## src/rtl/start_signal_poller.sv

```systemverilog
// Periodic Avalon-MM poller: reads one word, captures the low DATA_WIDTH bits,
// and flags value changes and rising edges of a monitored start bit.
module start_signal_poller #(
  parameter int unsigned DATA_WIDTH   = 12,
  parameter int unsigned READ_LATENCY = 1,
  parameter int unsigned POLL_GAP     = 1000,
  parameter logic [1:0]  POLL_ADDR    = 2'd0,
  parameter int unsigned START_BIT    = 0
) (
  input  logic                  clk,
  input  logic                  reset_n,
  input  logic                  enable,
  output logic [1:0]            avm_address,
  output logic                  avm_read,
  input  logic                  avm_waitrequest,
  input  logic [31:0]           avm_readdata,
  output logic [DATA_WIDTH-1:0] sample,
  output logic                  sample_valid,
  output logic                  changed,
  output logic                  start_pulse,
  output logic                  busy
);

  typedef enum logic [1:0] {IDLE, ISSUE, LAT, GAP} state_t;

  localparam logic [2:0]  LAT_LOAD = 3'(READ_LATENCY);
  localparam logic [15:0] GAP_LAST = 16'(POLL_GAP - 1);

  state_t                state, state_next;
  logic [2:0]            lat_cnt, lat_next;
  logic [15:0]           gap_cnt, gap_next;
  logic                  capture;
  logic                  have_prior;
  logic [DATA_WIDTH-1:0] new_data;

  assign new_data = avm_readdata[DATA_WIDTH-1:0];

  if (DATA_WIDTH < 32) begin : g_unused
    logic unused_hi;
    assign unused_hi = ^avm_readdata[31:DATA_WIDTH];
  end

  always_ff @(posedge clk or negedge reset_n) begin
    if (!reset_n) begin
      state   <= IDLE;
      lat_cnt <= '0;
      gap_cnt <= '0;
    end else begin
      state   <= state_next;
      lat_cnt <= lat_next;
      gap_cnt <= gap_next;
    end
  end

  always_comb begin
    state_next = state;
    lat_next   = lat_cnt;
    gap_next   = gap_cnt;
    capture    = 1'b0;
    case (state)
      IDLE: begin
        if (enable) state_next = ISSUE;
      end
      // an issued read is never withdrawn; enable is only consulted after capture
      ISSUE: begin
        if (!avm_waitrequest) begin
          state_next = LAT;
          lat_next   = LAT_LOAD;
        end
      end
      LAT: begin
        if (lat_cnt <= 3'd1) begin
          capture    = 1'b1;
          lat_next   = '0;
          gap_next   = '0;
          state_next = enable ? GAP : IDLE;
        end else begin
          lat_next = lat_cnt - 3'd1;
        end
      end
      GAP: begin
        if (!enable) begin
          state_next = IDLE;
          gap_next   = '0;
        end else if (gap_cnt == GAP_LAST) begin
          state_next = ISSUE;
          gap_next   = '0;
        end else begin
          gap_next = gap_cnt + 16'd1;
        end
      end
      default: state_next = IDLE;
    endcase
  end

  // history survives enable toggles; only reset clears the prior-sample flag
  always_ff @(posedge clk or negedge reset_n) begin
    if (!reset_n) begin
      sample       <= '0;
      have_prior   <= 1'b0;
      sample_valid <= 1'b0;
      changed      <= 1'b0;
      start_pulse  <= 1'b0;
    end else begin
      sample_valid <= capture;
      changed      <= capture && have_prior && (new_data != sample);
      start_pulse  <= capture && have_prior && !sample[START_BIT] && new_data[START_BIT];
      if (capture) begin
        sample     <= new_data;
        have_prior <= 1'b1;
      end
    end
  end

  assign avm_read    = (state == ISSUE);
  assign avm_address = POLL_ADDR;
  assign busy        = (state != IDLE);

endmodule

```

## config.mk

```make
export PLATFORM = sky130hd
export DESIGN_NAME = start_signal_poller
export DESIGN_NICKNAME = d
export VERILOG_FILES = /design/src/rtl/start_signal_poller.sv
export SDC_FILE = /design/constraint.sdc
export NUM_CORES = 1
export LEC_CHECK = 0
export ABC_CLOCK_PERIOD_IN_PS = 2000
export BUFFER_PORTS_ARGS = -buffer_cell sky130_fd_sc_hd__buf_2
export CORE_UTILIZATION = 45
export CTS_BUF_LIST = sky130_fd_sc_hd__clkbuf_8
export DETAILED_ROUTE_END_ITERATION = 6
export PLACE_DENSITY = 0.72
export SLEW_MARGIN = 20
export SYNTH_ARGS = -nofsm -noshare
export SYNTH_HDL_FRONTEND = slang
export SYNTH_SLANG_ARGS = --single-unit
```

## constraint.sdc

```tcl
create_clock -name clk -period 2 [get_ports clk]
set_clock_uncertainty 0.2 [all_clocks]
set_input_delay 0.2 -clock clk [delete_from_list [all_inputs] [get_ports clk]]
set_output_delay 0.2 -clock clk [all_outputs]
set_load 0.02 [all_outputs]
```

==> results of run 1 <==
==> sequential cells by signal, summed over array words and instances (netlist names) <==
register	cells
start_pulse	1
sample_valid	1
state	2
gap_cnt	16
sample	12
lat_cnt	3
changed	1
have_prior	1
==> worst reg2reg max path: cells and delay by family (launching register included) <==
kind,cells,cell delay [ns]
buf+inv,3,0.40
compound gates,3,0.64
fa+ha+maj,1,0.13
flops,1,0.40
simple gates,1,0.34
==> per-stage QoR <==
| step | power (mW) | cell area, um^2 | utilization, % | setup slack, ns | hold WS, ns |
|---|---|---|---|---|---|
| after global routing | 4.60 | 2950 | 71.2 | -0.217 | 0.0738 |
| after global placement | 2.97 | 2440 | 58.9 | -0.0884 | 0.0691 |
| after detailed placement | 3.01 | 2440 | 58.9 | -0.171 | 0.0772 |
| after floorplan | 2.29 | 2040 | - | -0.0486 | -0.296 |
| final | 4.33 | 2950 | 71.2 | -0.164 | 0.0280 |
| after CTS | 4.00 | 2810 | 67.7 | -0.133 | 0.0387 |
==> placed cells by master, fill, tap and decap left out, types with 5 or more instances in the layout <==
master / instances
buf_4: 29
o31ai_1: 9
dlygate4sd3_1: 13
a21oi_1: 5
nand4_1: 5
or4_4: 5
dfrtp_1: 35
inv_1: 7
buf_2: 32
clkbuf_8: 7
o21ai_0: 6
mux2_4: 9
nand3_1: 7
a21oi_2: 6
xor2_1: 12
nand2_1: 9
==> what timing repair did <==
action                                  4_1_cts  5_1_grt
gates resized for setup                      18       26
hold buffers                                 13        0
cloned                                        2        1
endpoints found under the setup margin       13       18
endpoints found under the hold margin        49        0
setup buffers                                 2        4
pin swaps                                     3        7
==> power by group through the flow <==
stage	Clock (mW)	Sequential, mW	Combinational (mW)
after floorplan	0	1.30	0.988
after detailed placement	0	1.13	1.87
final	0.581	1.15	2.60
after global routing	0.630	1.18	2.79
after global placement	0	1.12	1.85
after CTS	0.583	1.13	2.29
==> kinds of logic (layout without fill, tap and decap cells) <==
| logic type | Yosys count | count (layout) | synth area share (%) |
|---|---|---|---|
| buffers and inverters | 17 | 97 | 3.67 |
| DFF | 37 | 37 | 46.0 |
| and+or+nand+nor | 58 | 58 | 17.4 |
| xor gates and xnor gates | 12 | 12 | 5.22 |
| adders and majority gates | 7 | 7 | 4.35 |
| AOI/OAI and AO/OA | 43 | 43 | 14.9 |
| muxes | 15 | 15 | 8.27 |
| other | 1 | 2 | 0.186 |
==> worst max-delay path by stage <==
stage	from	endpoint
6_report	lat_cnt[1]	gap_cnt[6]
5_1_grt	lat_cnt[1]	gap_cnt[6]
3_3_place_gp	lat_cnt[1]	gap_cnt[7]
2_1_floorplan	lat_cnt[1]	gap_cnt[11]
3_5_place_dp	lat_cnt[1]	gap_cnt[15]
4_1_cts	lat_cnt[0]	gap_cnt[11]
==> layer usage <==
layer,GRT usage [%],part of all wire [%],vias up
li1,-,-,877
met1,28.3,42,927
met2,41.3,52,50
met3,4.28,3.2,14
met4,9.44,2.6,0
met5,0,0,-
==> final cells by class <==
class	count	area, um^2
Clock buffer	7	96.3
Inverter	9	33.8
Multi-Input combinational cell	137	1180
Timing Repair Buffer	80	643
Fill cell	287	1190
Clock inverter	1	5.00
Tap cell	50	62.6
Sequential cell	37	928
==> out/results.tsv, run 1 <==
stage	metric	value	unit
cts	clk slew on worst S/H paths	0.07	ns
final_layout	Antenna diodes	0	
placed_design	Post-DP HPWL	2.92	mm
setup_path	nature of the critical path endpoint	flop	
setup_path	Worst Setup Start Kind	flop	
sta	max-slew violation count	0	
synthesis	Post-synth ARST share	100	%
synthesis	synthesis warning total	0	
final_layout	nets@finish	313	
final_layout	fin cells	321	
sta	RSZ-0062 raised after global routing	true	
die	die width	68.9	um
setup_path	slowest CP cell	dfrtp_1	
placed_design	GPL Wtd Cong	0.823	
detailed_routing	via/cell ratio	5.82	
grt	global-route wire length before repair	8.19	mm
setup_path	Top delay family on crit path	compound AO/OA/AOI/OAI gates	
cts	clock sink count	37	
power_and_ir_drop	Leak	1.33	nW
worst_hold_path	worst hold path type	in -> reg	
placed_design	Placed Cells	292	
detailed_routing	DR WL/cell	16.4	um
grt	All-Layer GR Usage	23.6	%
synthesis	EDFF count, synth	0	
cts	worst skew pair latency	0.29	ns
synthesis	Synth top area share	46.0	%
cts	CTS tree	yes	
setup_path	worst-path fanout max	10	
power_and_ir_drop	Reg power frac	26.6	%
sta	Hold Vio Cnt, Final	0	
flow_run	Max-Cap Viols	0	
power_and_ir_drop	Logic pwr share	60.0	%
outcome	status	finished with violations	
power_and_ir_drop	clock power share	13.4	%
power_and_ir_drop	switching share of total power	38.8	%
power_and_ir_drop	Worst VDD drop	0.904	mV
detailed_routing	Residual DRC	0	
setup_path	CP required	2.02	ns
synthesis	Yosys cell types	48	
setup_path	Crit path depth	8	
grt	Congestion Overflow GR	0	
setup_path	Worst Path Buf+Inv	3	
die	Die Y-Extent	68.9	um
synthesis	most frequent cell after synthesis	dfrtp_1	
sta	minimum clock period	2.16	ns
grt	vias in the first global route	1869	
setup_path	reg2reg setup slack	-0.16	ns
die	core area	4140	um^2
die	Row Count	23	
synthesis	Gate Count Post-Synth	190	
synthesis	Primary FF master, synth	dfrtp_1	
cts	root buffer cell	clkbuf_8	
cts	H-tree depth	2	
die	# IOs	55	
synthesis	cell accounting for the most synthesized area	dfrtp_1	
synthesis	Synth area leaders	dfrtp_1 (46%), mux2_2 (7.3%), xor2_1 (5.2%)	
sta	Max Fclk	462	MHz
detailed_routing	drt total wl	5.27	mm
grt	initial antenna violation count	0	
power_and_ir_drop	Int Power	2.65	mW
final_layout	synthesis-to-layout area growth	46.6	%
synthesis	Seq/Total Area, Yosys	46.0	%
setup_path	crit-path cells	inv_2 > ha_4 > o21ba_4 > o31a_4 > buf_4 > buf_16 > or3_1 > a21oi_1	
setup_path	Arr. time, crit path	2.19	ns
setup_path	FF-to-FF End	gap_cnt[6]	
detailed_routing	Vias	1868	
synthesis	post-synthesis register bit count	37	
sta	Setup TNS	-1.89	ns
detailed_routing	post-route ant nets	0	
worst_hold_path	min-delay src	avm_waitrequest	
power_and_ir_drop	pwr dens	1470	nW/um^2
detailed_routing	drt initial violations	108	
synthesis	Mapped Area	2010	um^2
grt	largest net degree at the start of global routing	38	
setup_path	Slowest Stage Delay on Critical Path	0.40	ns
die	Starting Density	48.6	%
worst_hold_path	Hold Path End	lat_cnt[2]	
synthesis	Post-synth top cells	dfrtp_1 (37), mux2_2 (13), xor2_1 (12)	
outcome	failing checks	setup timing	
worst_hold_path	Hold Path Stages	4	
setup_path	worst-case reg-to-reg path depth	8	
cts	Num CTS Buffers	5	
cts	CTS Buffer Depth	2	
power_and_ir_drop	net load switching power	1.68	mW
detailed_routing	Pre-antenna DRT Iters	5	
placed_design	I/O Buffers	32	
setup_path	kind of critical path	reg -> reg	
final_layout	share of layout cells above drive strength 1	43.9	%
sta	final setup vio count	25	
sta	fin crit share	108	%
die	total die area	4750	um^2
sta	setup ws final	-0.164	ns
synthesis	post-synthesis average cell area	10.6	um^2
setup_path	RR Startpoint	lat_cnt[1]	
Power figures use the tool's default switching activity.
==> run 2: changes to the inputs <==
--- a/config.mk
+++ b/config.mk
@@ -12,4 +12,5 @@
 export DETAILED_ROUTE_END_ITERATION = 6
 export PLACE_DENSITY = 0.72
+export RECOVER_POWER = 100
 export SLEW_MARGIN = 20
 export SYNTH_ARGS = -nofsm -noshare
==> constraint.sdc (replaced) <==
create_clock -name clk -period 2 [get_ports clk]
set_clock_uncertainty 0.2 [all_clocks]
set_input_delay 0.2 -clock clk [delete_from_list [all_inputs] [get_ports clk]]
set_output_delay 0.2 -clock clk [all_outputs]
set_load 0.1 [all_outputs]
==> out/results.tsv, run 2 (same netlist as run 1, synthesis figures left out) <==
stage	metric	value	unit	change
setup_path	nature of the critical path endpoint	flop		
power_and_ir_drop	Reg power frac	22.8	%	-3.8 points
setup_path	Crit path depth	6		-2
setup_path	Top delay family on crit path	compound AO/OA/AOI/OAI gates		
setup_path	CP required	2.02	ns	about the same
power_and_ir_drop	switching share of total power	51.5	%	+13 points
worst_hold_path	worst hold path type	in -> reg		
setup_path	Worst Setup Start Kind	flop		
detailed_routing	Vias	1765		-5.5%
cts	CTS tree	yes		
setup_path	slowest CP cell	or4_1		
final_layout	post-route cell area	2820	um^2	-4.5%
setup_path	Arr. time, crit path	2.17	ns	-0.02 ns
detailed_routing	drt total wl	4.64	mm	-12%
power_and_ir_drop	clock power share	13.1	%	-0.3 points
worst_hold_path	Hold Path Stages	4		unchanged
cts	H-tree depth	2		unchanged
die	core area	4140	um^2	unchanged
grt	All-Layer GR Usage	22.3	%	-1.3 points
sta	final setup vio count	25		unchanged
placed_design	pre-CTS setup slack	-0.121	ns	+0.0498 ns
sta	minimum clock period	2.15	ns	-0.00936 ns
final_layout	Largest regs	gap_cnt: 16 flops, sample: 12 flops, lat_cnt: 3 flops		
detailed_routing	DR WL/cell	14.6	um	-11%
grt	global-route wire length before repair	7.64	mm	-6.7%
setup_path	crit-path cells	ha_4 > o21ba_4 > o31a_1 > buf_12 > or4_1 > a21oi_1		
placed_design	Placed Cells	294		+0.68%
power_and_ir_drop	Worst VDD drop	1.07	mV	+19%
placed_design	DP Area	2460	um^2	+0.72%
worst_hold_path	Hold Path End	lat_cnt[2]		
final_layout	nets@finish	309		-1.3%
detailed_routing	Pre-antenna DRT Iters	4		-1
power_and_ir_drop	Int Power	2.42	mW	-8.9%
detailed_routing	Residual DRC	0		unchanged
setup_path	reg2reg setup slack	-0.15	ns	about the same
cts	clock sink count	37		unchanged
setup_path	worst-path fanout max	11		+1
final_layout	commonest non-fill, non-tap cell in the layout	dfrtp_1		
setup_path	worst-case reg-to-reg path depth	6		-2
power_and_ir_drop	Logic pwr share	64.1	%	+4.1 points
setup_path	FF-to-FF End	gap_cnt[13]		
power_and_ir_drop	pwr dens	1770	nW/um^2	+20%
die	Die Y-Extent	68.9	um	unchanged
grt	initial antenna violation count	0		unchanged
setup_path	kind of critical path	reg -> reg		
sta	RSZ-0062 raised after global routing	true		
outcome	failing checks	setup timing		
cts	Num CTS Buffers	5		unchanged
final_layout	max FFs per register	16		unchanged
cts	root buffer cell	clkbuf_8		
power_and_ir_drop	net load switching power	2.57	mW	+53%
flow_run	Max-Cap Viols	0		unchanged
grt	Congestion Overflow GR	0		unchanged
detailed_routing	drt initial violations	100		-7.4%
grt	largest net degree at the start of global routing	38		unchanged
final_layout	fin cells	317		-1.2%
die	total die area	4750	um^2	unchanged
setup_path	Worst Path Buf+Inv	1		-2
detailed_routing	via/cell ratio	5.57		-4.3%
sta	relative slew slack	39.4	%	
sta	Setup TNS	-1.48	ns	+0.408 ns
placed_design	GPL Wtd Cong	0.835		+1.4%
grt	vias in the first global route	1721		-7.9%
outcome	status	finished with violations		
setup_path	RR Startpoint	lat_cnt[0]		
placed_design	I/O Buffers	32		unchanged
sta	Max Fclk	464	MHz	+0.43%
sta	fin crit share	108	%	-0.47 points
setup_path	Slowest Stage Delay on Critical Path	0.51	ns	+0.11 ns
cts	CTS Buffer Depth	2		unchanged
final_layout	commonest cells after routing, fill and taps aside	dfrtp_1 (37), buf_4 (23), buf_2 (16), clkbuf_2 (16)		
cts	worst skew pair latency	0.29	ns	about the same
final_layout	synthesis-to-layout area growth	39.9	%	
placed_design	Post-DP HPWL	2.84	mm	-2.6%
final_layout	Antenna diodes	0		unchanged
sta	max-slew violation count	0		unchanged
sta	setup ws final	-0.154	ns	+0.00936 ns
die	die width	68.9	um	unchanged
die	# IOs	55		unchanged
worst_hold_path	min-delay src	avm_waitrequest		
sta	Hold Vio Cnt, Final	0		unchanged
power_and_ir_drop	Leak	1.26	nW	-5.6%
die	Starting Density	48.6	%	unchanged
final_layout	Most flops, register	gap_cnt		
cts	clk slew on worst S/H paths	0.08	ns	about the same
final_layout	Final Core Density	68.0	%	-3.2 points
die	Row Count	23		unchanged
sta	Slew @ Worst Pin	0.910	ns	
detailed_routing	post-route ant nets	0		unchanged
final_layout	share of layout cells above drive strength 1	39.3	%	-4.6 points
-- run 2: cell count changes in the layout (fill, tap and decap cells not counted), moves of 6 or more --
cell | before | now
buf_2 | 32 | 16
clkbuf_2 | 0 | 16
mux2_2 | 4 | 13
mux2_4 | 9 | 0
buf_4 | 29 | 23
-- run 2: stage by stage --
step | hold WS, ns | power, mW
finish | 0.0312 | 4.98
detailed placement | 0.0738 | 4.03
floorplan | -0.296 | 3.30
CTS | 0.0351 | 4.74
global route | 0.0774 | 5.27
global placement | 0.0700 | 4.00
-- run 2: timing repair --
item / in CTS / in global routing
buffers inserted: 0 / 1
pin swaps: 4 / 6
hold endpoints to repair: 49 / 0
resized for setup: 3 / 19
hold buffers: 13 / 0
setup endpoints to repair: 10 / 29
cloned: 0 / 2
-- run 2: area by class of cell --
type	count	area (um^2)
Sequential cell	37	926
Multi-Input combinational cell	137	1110
Fill cell	307	1330
Tap cell	50	62.6
Timing Repair Buffer	76	566
Clock inverter	3	46.3
Clock buffer	5	68.8
Inverter	9	33.8
-- run 2: worst max path at each step --
stage	start	end	slack [ns]
final	lat_cnt[0]	gap_cnt[13]	-0.15
after global routing	lat_cnt[1]	gap_cnt[13]	-0.19
after CTS	lat_cnt[1]	gap_cnt[12]	-0.12
after detailed placement	lat_cnt[1]	gap_cnt[13]	-0.12
after global placement	lat_cnt[1]	gap_cnt[7]	-0.10
after floorplan	lat_cnt[1]	gap_cnt[11]	-0.05
-- run 2: metal layers --
metal / track usage [%] / part of all wire [%] / vias to the layer above
met5: 0 / 0 / -
met4: 10.5 / 2.3 / 0
met3: 4.28 / 3.8 / 12
met2: 37.1 / 51 / 42
met1: 27.7 / 42 / 846
li1: - / - / 865
-- run 2: power groups by stage --
stage | logic (mW) | registers (mW) | clock network (mW)
after CTS | 2.95 | 1.12 | 0.668
after global routing | 3.40 | 1.17 | 0.698
final | 3.19 | 1.13 | 0.653
after global placement | 2.87 | 1.12 | 0
after floorplan | 1.15 | 2.15 | 0
after detailed placement | 2.90 | 1.13 | 0
-- run 2: worst register-to-register path, cell delays in order, from the launching register on --
cell	delay (ns)
dfrtp_1	0.44
ha_4	0.16
o21ba_4	0.15
o31a_1	0.30
buf_12	0.16
or4_1	0.51
a21oi_1	0.16
==> run 3: changes to the inputs <==
--- a/config.mk
+++ b/config.mk
@@ -13,5 +13,4 @@
 export PLACE_DENSITY = 0.72
 export RECOVER_POWER = 100
-export SLEW_MARGIN = 20
 export SYNTH_ARGS = -nofsm -noshare
 export SYNTH_HDL_FRONTEND = slang
==> constraint.sdc (replaced) <==
create_clock -name clk -period 2 [get_ports clk]
set_clock_uncertainty 0.2 [all_clocks]
set_input_delay 0.4 -clock clk [delete_from_list [all_inputs] [get_ports clk]]
set_output_delay 0.4 -clock clk [all_outputs]
set_load 0.1 [all_outputs]
==> out/results.tsv, run 3 (same netlist as run 1, synthesis figures left out) <==
stage	metric	value	unit	change
setup_path	Arr. time, crit path	2.17	ns	about the same
sta	setup ws final	-0.162	ns	-0.00783 ns
sta	Hold Vio Cnt, Final	0		unchanged
grt	initial antenna violation count	0		unchanged
power_and_ir_drop	net load switching power	2.56	mW	-0.17%
power_and_ir_drop	Reg power frac	22.8	%	about the same
final_layout	fin cells	305		-3.8%
final_layout	Largest regs	gap_cnt: 16 flops, sample: 12 flops, lat_cnt: 3 flops		
sta	final setup vio count	25		unchanged
placed_design	GPL Wtd Cong	0.863		+3.3%
die	total die area	4750	um^2	unchanged
flow_run	Max-Cap Viols	0		unchanged
grt	Congestion Overflow GR	0		unchanged
placed_design	pre-CTS setup slack	-0.136	ns	-0.0147 ns
sta	Slew @ Worst Pin	0.919	ns	+0.00908 ns
final_layout	register area	927	um^2	+0.14%
cts	CTS tree	yes		
detailed_routing	drt total wl	4.44	mm	-4.2%
power_and_ir_drop	Tot Pwr	5.00	mW	+0.29%
sta	fin crit share	108	%	+0.39 points
power_and_ir_drop	Logic pwr share	66.8	%	+2.7 points
cts	CTS Buffer Depth	2		unchanged
setup_path	nature of the critical path endpoint	flop		
cts	worst skew pair latency	0.29	ns	about the same
sta	RSZ-0062 raised after global routing	true		
cts	root buffer cell	clkbuf_8		
final_layout	synthesis-to-layout area growth	34.3	%	
setup_path	Worst Setup Start Kind	flop		
grt	global-route wire length before repair	6.89	mm	-9.8%
setup_path	CP required	2.01	ns	about the same
grt	largest net degree at the start of global routing	38		unchanged
power_and_ir_drop	Worst VDD drop	1.52	mV	+42%
detailed_routing	Residual DRC	0		unchanged
power_and_ir_drop	Leak	1.22	nW	-2.9%
setup_path	Critical Path Source	lat_cnt[1]		
die	Die Y-Extent	68.9	um	unchanged
detailed_routing	post-route ant nets	0		unchanged
cts	clock sink count	37		unchanged
power_and_ir_drop	switching share of total power	51.3	%	-0.23 points
grt	All-Layer GR Usage	20.3	%	-2.1 points
final_layout	max FFs per register	16		unchanged
worst_hold_path	min-delay src	avm_readdata[8]		
cts	H-tree depth	2		unchanged
die	# IOs	55		unchanged
final_layout	multi-input logic area	1100	um^2	-1.1%
final_layout	commonest cells after routing, fill and taps aside	dfrtp_1 (36), buf_4 (25), clkbuf_2 (17), buf_2 (15), mux2_2 (13)		
final_layout	post-route cell area	2700	um^2	-4.0%
detailed_routing	Vias	1700		-3.7%
outcome	status	finished with violations		
placed_design	Post-DP HPWL	2.99	mm	+5.3%
final_layout	Final Core Density	65.2	%	-2.7 points
cts	clk slew on worst S/H paths	0.07	ns	about the same
grt	vias in the first global route	1609		-6.5%
sta	minimum clock period	2.16	ns	+0.00783 ns
final_layout	Antenna diodes	0		unchanged
placed_design	Placed Cells	293		-0.34%
sta	Max Fclk	462	MHz	-0.36%
detailed_routing	drt initial violations	111		+11%
sta	relative slew slack	38.7	%	-0.61 points
die	core area	4140	um^2	unchanged
final_layout	Most flops, register	gap_cnt		
detailed_routing	Pre-antenna DRT Iters	4		unchanged
setup_path	worst-path fanout max	6		-5
placed_design	I/O Buffers	32		unchanged
die	Row Count	23		unchanged
final_layout	nets@finish	298		-3.6%
setup_path	kind of critical path	reg -> reg		
placed_design	DP Area	2480	um^2	+0.92%
power_and_ir_drop	clock power share	10.4	%	-2.7 points
worst_hold_path	Hold Path Stages	2		-2
outcome	failing checks	setup timing		
die	Starting Density	48.6	%	unchanged
setup_path	RR Startpoint	lat_cnt[1]		
setup_path	worst-case reg-to-reg path depth	7		+1
worst_hold_path	worst hold path type	in -> reg		
sta	max-slew violation count	0		unchanged
cts	Num CTS Buffers	5		unchanged
final_layout	fillcell total	322		+4.9%
power_and_ir_drop	pwr dens	1850	nW/um^2	+4.5%
die	die width	68.9	um	unchanged
final_layout	commonest non-fill, non-tap cell in the layout	dfrtp_1		
power_and_ir_drop	Int Power	2.43	mW	+0.78%
detailed_routing	via/cell ratio	5.57		+0.11%
detailed_routing	DR WL/cell	14.6	um	-0.43%
final_layout	share of layout cells above drive strength 1	42.0	%	+2.6 points
[run 3: cell count changes in the layout (fill, tap and decap cells not counted), sizes merged]
cell,change
buf,+1
bufinv,-1
clkbuf,+1
clkinv,-1
clkinvlp,-1
dlygate4sd3,-12
inv,+1
[run 3: worst paths after layout]
path	end	slack, ns
min reg2reg	have_prior	0.30
max reg2reg	gap_cnt[7]	-0.16
min	sample[8]	0.17
min in group asynchronous	lat_cnt[1]	0.66
max in group asynchronous	lat_cnt[0]	0.32
max	gap_cnt[7]	-0.16
[run 3: final cells by class]
type | instances | share of cell area, %
Multi-Input combinational cell | 137 | 40.7
Sequential cell | 37 | 34.3
Timing Repair Buffer | 65 | 18.1
Clock buffer | 6 | 3.05
Tap cell | 50 | 2.31
Inverter | 9 | 1.34
Clock inverter | 1 | 0.139
[run 3: routing by layer]
layer	wire (um)	up-vias	global-route usage [%]	part of all wire, %
li1	-	841	-	-
met1	2000	823	23.5	45
met2	2240	31	35.0	50
met3	134	5	4.44	3.0
met4	62	0	10.2	1.4
met5	0	-	0	0
[run 3: worst max-delay path, cell delays in order (launching register included)]
cell       delay [ns]
dfrtp_1          0.39
inv_2            0.08
ha_4             0.13
o21ba_4          0.15
o31a_1           0.32
clkbuf_16        0.19
or4_1            0.49
a21oi_1          0.13
[run 3: power groups by stage]
| stage | Sequential, mW | Combinational (mW) | Clock [mW] |
|---|---|---|---|
| 6_report | 1.14 | 3.34 | 0.521 |
| 5_1_grt | 1.17 | 3.53 | 0.562 |
| 4_1_cts | 1.12 | 3.01 | 0.536 |
| 3_5_place_dp | 1.14 | 3.00 | 0 |
| 3_3_place_gp | 1.12 | 2.96 | 0 |
| 2_1_floorplan | 2.15 | 1.15 | 0 |
[run 3: what timing repair did]
| item | 4_1_cts | 5_1_grt |
|---|---|---|
| cloned | 0 | 2 |
| pin swaps | 3 | 7 |
| resized for setup | 1 | 21 |
| setup endpoints to repair | 11 | 30 |
| setup buffers | 0 | 4 |
| hold buffers | 1 | 0 |
| hold endpoints to repair | 37 | 0 |
[run 3: metrics by stage]
| step | setup TNS (ns) | hold WS, ns |
|---|---|---|
| after floorplan | -0.306 | -0.0956 |
| after global placement | -0.772 | 0.271 |
| after detailed placement | -0.966 | 0.275 |
| after CTS | -1.23 | 0.163 |
| after global routing | -3.69 | 0.173 |
| final | -1.57 | 0.170 |
